### config.mk
export PLATFORM = sky130hd
export DESIGN_NAME = counter_en_sched
export DESIGN_NICKNAME = d
export VERILOG_FILES = /design/src/rtl/counter_en_sched.sv
export SDC_FILE = /design/constraint.sdc
export NUM_CORES = 1
export LEC_CHECK = 0
export CORE_MARGIN = 3
export CORE_UTILIZATION = 25
export DETAILED_ROUTE_END_ITERATION = 8
export PLACE_DENSITY_LB_ADDON = 0.25
export SYNTH_ARGS = -nofsm -noshare
export SYNTH_HDL_FRONTEND = slang
export SYNTH_SLANG_ARGS = --single-unit
### constraint.sdc
create_clock -name clk -period 2.25 [get_ports clk]
set_clock_uncertainty 0.15 [all_clocks]
set_input_delay 0.5625 -clock clk [delete_from_list [all_inputs] [get_ports clk]]
set_output_delay 0.5625 -clock clk [all_outputs]
set_load 0.03 [all_outputs]
### src/rtl/counter_en_sched.sv
// Run-control scheduler: latches a configuration on start, then emits prescaled
// one-cycle enable strobes, mirrors the count and flags terminal count.
module counter_en_sched #(
  parameter int CW = 8,
  parameter int PW = 8
) (
  input  logic          clk,
  input  logic          rst,
  input  logic          start,
  input  logic          stop,
  input  logic [CW-1:0] cfg_period,
  input  logic [PW-1:0] cfg_presc,
  input  logic          cfg_reload,
  output logic          en,
  output logic [CW-1:0] cnt,
  output logic          busy,
  output logic          done,
  output logic          err
);

  typedef enum logic {IDLE = 1'b0, RUN = 1'b1} state_t;

  state_t        state_q, state_d;
  logic [CW-1:0] cnt_q, cnt_d;
  logic [PW-1:0] presc_cnt_q, presc_cnt_d;
  logic [CW-1:0] period_q, period_d;
  logic [PW-1:0] presc_q, presc_d;
  logic          reload_q, reload_d;
  logic          busy_q, busy_d;
  logic          en_q, en_d;
  logic          done_q, done_d;
  logic          err_q, err_d;
  logic [CW-1:0] period_m1;

  // Terminal value computed in CW bits; period_q is never 0 while in RUN.
  assign period_m1 = period_q - CW'(1);

  always_ff @(posedge clk) begin
    if (rst) begin
      state_q     <= IDLE;
      cnt_q       <= '0;
      presc_cnt_q <= '0;
      period_q    <= '0;
      presc_q     <= '0;
      reload_q    <= 1'b0;
      busy_q      <= 1'b0;
      en_q        <= 1'b0;
      done_q      <= 1'b0;
      err_q       <= 1'b0;
    end else begin
      state_q     <= state_d;
      cnt_q       <= cnt_d;
      presc_cnt_q <= presc_cnt_d;
      period_q    <= period_d;
      presc_q     <= presc_d;
      reload_q    <= reload_d;
      busy_q      <= busy_d;
      en_q        <= en_d;
      done_q      <= done_d;
      err_q       <= err_d;
    end
  end

  always_comb begin
    state_d     = state_q;
    cnt_d       = cnt_q;
    presc_cnt_d = presc_cnt_q;
    period_d    = period_q;
    presc_d     = presc_q;
    reload_d    = reload_q;
    busy_d      = busy_q;
    en_d        = 1'b0;
    done_d      = 1'b0;
    err_d       = 1'b0;
    case (state_q)
      IDLE: begin
        if (start && !stop) begin
          if (cfg_period != '0) begin
            period_d    = cfg_period;
            presc_d     = cfg_presc;
            reload_d    = cfg_reload;
            cnt_d       = '0;
            presc_cnt_d = '0;
            busy_d      = 1'b1;
            state_d     = RUN;
          end else begin
            err_d = 1'b1;
          end
        end
      end
      RUN: begin
        // stop wins over a strobe falling on the same edge
        if (stop) begin
          busy_d  = 1'b0;
          state_d = IDLE;
        end else if (presc_cnt_q != presc_q) begin
          presc_cnt_d = presc_cnt_q + PW'(1);
        end else begin
          presc_cnt_d = '0;
          en_d        = 1'b1;
          if (cnt_q != period_m1) begin
            cnt_d = cnt_q + CW'(1);
          end else begin
            cnt_d  = '0;
            done_d = 1'b1;
            if (!reload_q) begin
              busy_d  = 1'b0;
              state_d = IDLE;
            end
          end
        end
      end
      default: state_d = IDLE;
    endcase
  end

  assign en   = en_q;
  assign cnt  = cnt_q;
  assign busy = busy_q;
  assign done = done_q;
  assign err  = err_q;

endmodule

==> results.yml <==
power_and_ir_drop:
  peakVddDrop_v: 0.000379
  p_total_w: 0.00176
  powerDensity_nw_per_um2: 564
  p_leak_nw: 1.20
synth:
  synth_edf_count: 0
  async_flop_share: 0
  yosys_warnings: 0
  syn_area_per_cell_um2: 9.33
  synth_seq_cells: 38
  synth_area_leaders: "dfxtp_1 (36%), mux2i_1 (6.6%), a221oi_2 (5.0%), xor2_1 (5.0%), nor2_1 (4.6%)"
  synth_ff_type: "dfxtp_1"
  synth_top_cell_by_area: "dfxtp_1"
  yosys.area.top_type_share: 0.361
  netlist_area_um2: 2110
  synth_nets: 250
  yosys.cell_types.count: 45
  synth_seq_area_share: 0.361
  synthesis.instances: 226
critical_path:
  crit_type: "flip-flop to flip-flop"
  crit-reg2reg-launch: "presc_cnt_q[2]"
  path_cells: "xor2_1 -> nor4_4 -> o211ai_1 -> a2111oi_4 -> buf_4 -> clkbuf_16 -> a221oi_2"
  critPathCaptureType: "flip-flop"
  cp.required_ns: 2.27
  path_delay_family: "compound AO/OA/AOI/OAI gates"
  arrival_ns: 2.24
  r2r_end: "cnt[3]"
  critPathMaxStageDelay_ns: 0.45
  cp_num_buf_inv: 2
  ff2ff_path_depth: 7
  crit_fanout: 5
  start_kind: "flip-flop"
  r2r_slack_ns: 0.03
  crit_slowest_cell: "nor4_4"
routing:
  drc_errors: 0
  avgRoutedWirePerCell_um: 14.7
  vias_per_cell: 4.84
  wirelength_mm: 5.85
  dr_total_vias: 1927
  first_iter_violations: 64
  dr.pass1.iters: 4
  ant_nets: 0
cts:
  clk_pin_slew_ns: 0.08
  cts_sinks: 38
  worst_skew_pair.late_latency_ns: 0.29
  cts_made_buffers: 5
  cts_tree: "built"
  hold_buffers: 0
  clock_path_buffers: 2
  htreeDepth: 2
  clockRootBuffer: "clkbuf_8"
sta:
  fin_crit_sh: 0.985
  slew_viol_final: 0
  rsz0062_at_grt: "true"
  whs_ns: 0.342
  tightestPinTransition_ns: 0.413
  period_minus_slack_ns: 2.22
  slew_headroom: 0.722
  final-setup-viol-count: 0
  clock.fmax_ghz: 0.451
  hold_viol_final: 0
floorplanning:
  die_w_um: 97.9
  ios: 33
  coreArea_um2: 7970
  die_h_um: 97.9
  dieArea_um2: 9580
  row_count: 32
  start_util: 0.265
finish:
  final_cell_mix: "buf_4 (36), dfxtp_1 (31), nor2_1 (26)"
  area_growth_pct: 47.9
  final_net_count: 319
  layout_commonest_cell: "buf_4"
  finish.utilization: 0.392
  drive_gt1_frac: 0.297
  diodes: 0
hold_path:
  min_path_cells: 2
  hp-class: "flip-flop to flip-flop"
  hold_start: "reload_q"
  min_to: "busy"
global_routing:
  antenna_found_initial: 0
  grt_overflow: 0
  grt_usage: 0.125
  grt_pass1_vias: 1974
  grt_first_pass_wirelength_mm: 9.82
  grt_max_degree: 17
job:
  max_cap_violations: 0
placement:
  gp_congestion: 0.775
  hpwl_mm: 4.22
  io_buffers: 32
run_status:
  outcome: "completed"
[through the flow]
step	area, µm²	instances	setup TNS (ns)	setup slack (ns)
after floorplan	2120	226	0	0.00439
after global placement	2820	386	-7.86	-0.420
after detailed placement	2820	386	-8.86	-0.474
after CTS	3010	396	0	0.00841
after global routing	3120	398	-0.224	-0.0335
final	3120	398	0	0.0333
[sequential cells by signal (all words and copies together), names as in the netlist]
name         count
presc_q          8
cnt              8
err              1
en               1
busy             1
state_q          1
presc_cnt_q      8
reload_q         1
done             1
period_q         8
[metal layers]
metal	wire length [µm]	part of all wire	GRT usage
met4	140	0.024	0.0469
met2	2570	0.44	0.190
met5	0	0	0
met3	244	0.042	0.0286
met1	2890	0.49	0.172
[tightest hold or removal path, cell delays in order, from the launching register on]
cell and delay, ns:
dfxtp_1 0.33, inv_1 0.06, a31oi_1 0.06
[Yosys cell counts (all sizes together), types with 8 or more instances]
cell type and instances:
o21ai 11, nor2 26, xor2 12, inv 10, buf 8, dfxtp 38, or4 10, xnor2 9
a221oi 8, mux2i 14, a21oi 12
[repair_timing]
item                                    in CTS  in global routing
endpoints found under the setup margin      17                 15
buffers inserted                             1                  1
resized for setup                           20                 21
pin swaps                                    4                  7
cloned                                       1                  1
[worst max path at each step]
stage                         startpoint              to  slack (ns)  depth (start not counted)
after CTS                         cnt[2]          cnt[2]       0.008                          1
after detailed placement   cfg_period[6]  presc_cnt_q[0]       -0.47                          8
after floorplan              period_q[1]          cnt[0]       0.004                          9
after global routing      presc_cnt_q[2]          cnt[4]       -0.03                          7
after global placement     cfg_period[7]  presc_cnt_q[0]       -0.42                          8
final                     presc_cnt_q[2]          cnt[3]        0.03                          7
[power by group]
group | internal [W] | total (W) | switching [W]
Clock | 0.000473 | 0.000719 | 0.000246
Combinational | 0.000160 | 0.000321 | 0.000160
Sequential | 0.000695 | 0.000721 | 0.0000257
[logic make-up (layout without fill, tap and decap cells)]
family,count (synthesis),after routing,synth area share
AO/OA/AOI/OAI,52,52,0.199
XOR/XNOR,21,21,0.0872
adder cells (fa/ha/maj),3,3,0.0178
buffers and inverters,21,91,0.0469
flip-flops,38,38,0.361
multiplexers,14,14,0.0664
AND/OR/NAND/NOR,77,77,0.222
[layout make-up]
| cell class | instances | area [µm²] |
|---|---|---|
| Clock buffer | 6 | 82.6 |
| Fill cell | 814 | 4850 |
| Inverter | 10 | 37.5 |
| Sequential cell | 38 | 769 |
| Clock inverter | 2 | 60.1 |
| Timing Repair Buffer | 73 | 668 |
| Tap cell | 102 | 128 |
| Multi-Input combinational cell | 167 | 1380 |
Note: power is estimated with default switching activity, not from simulation.
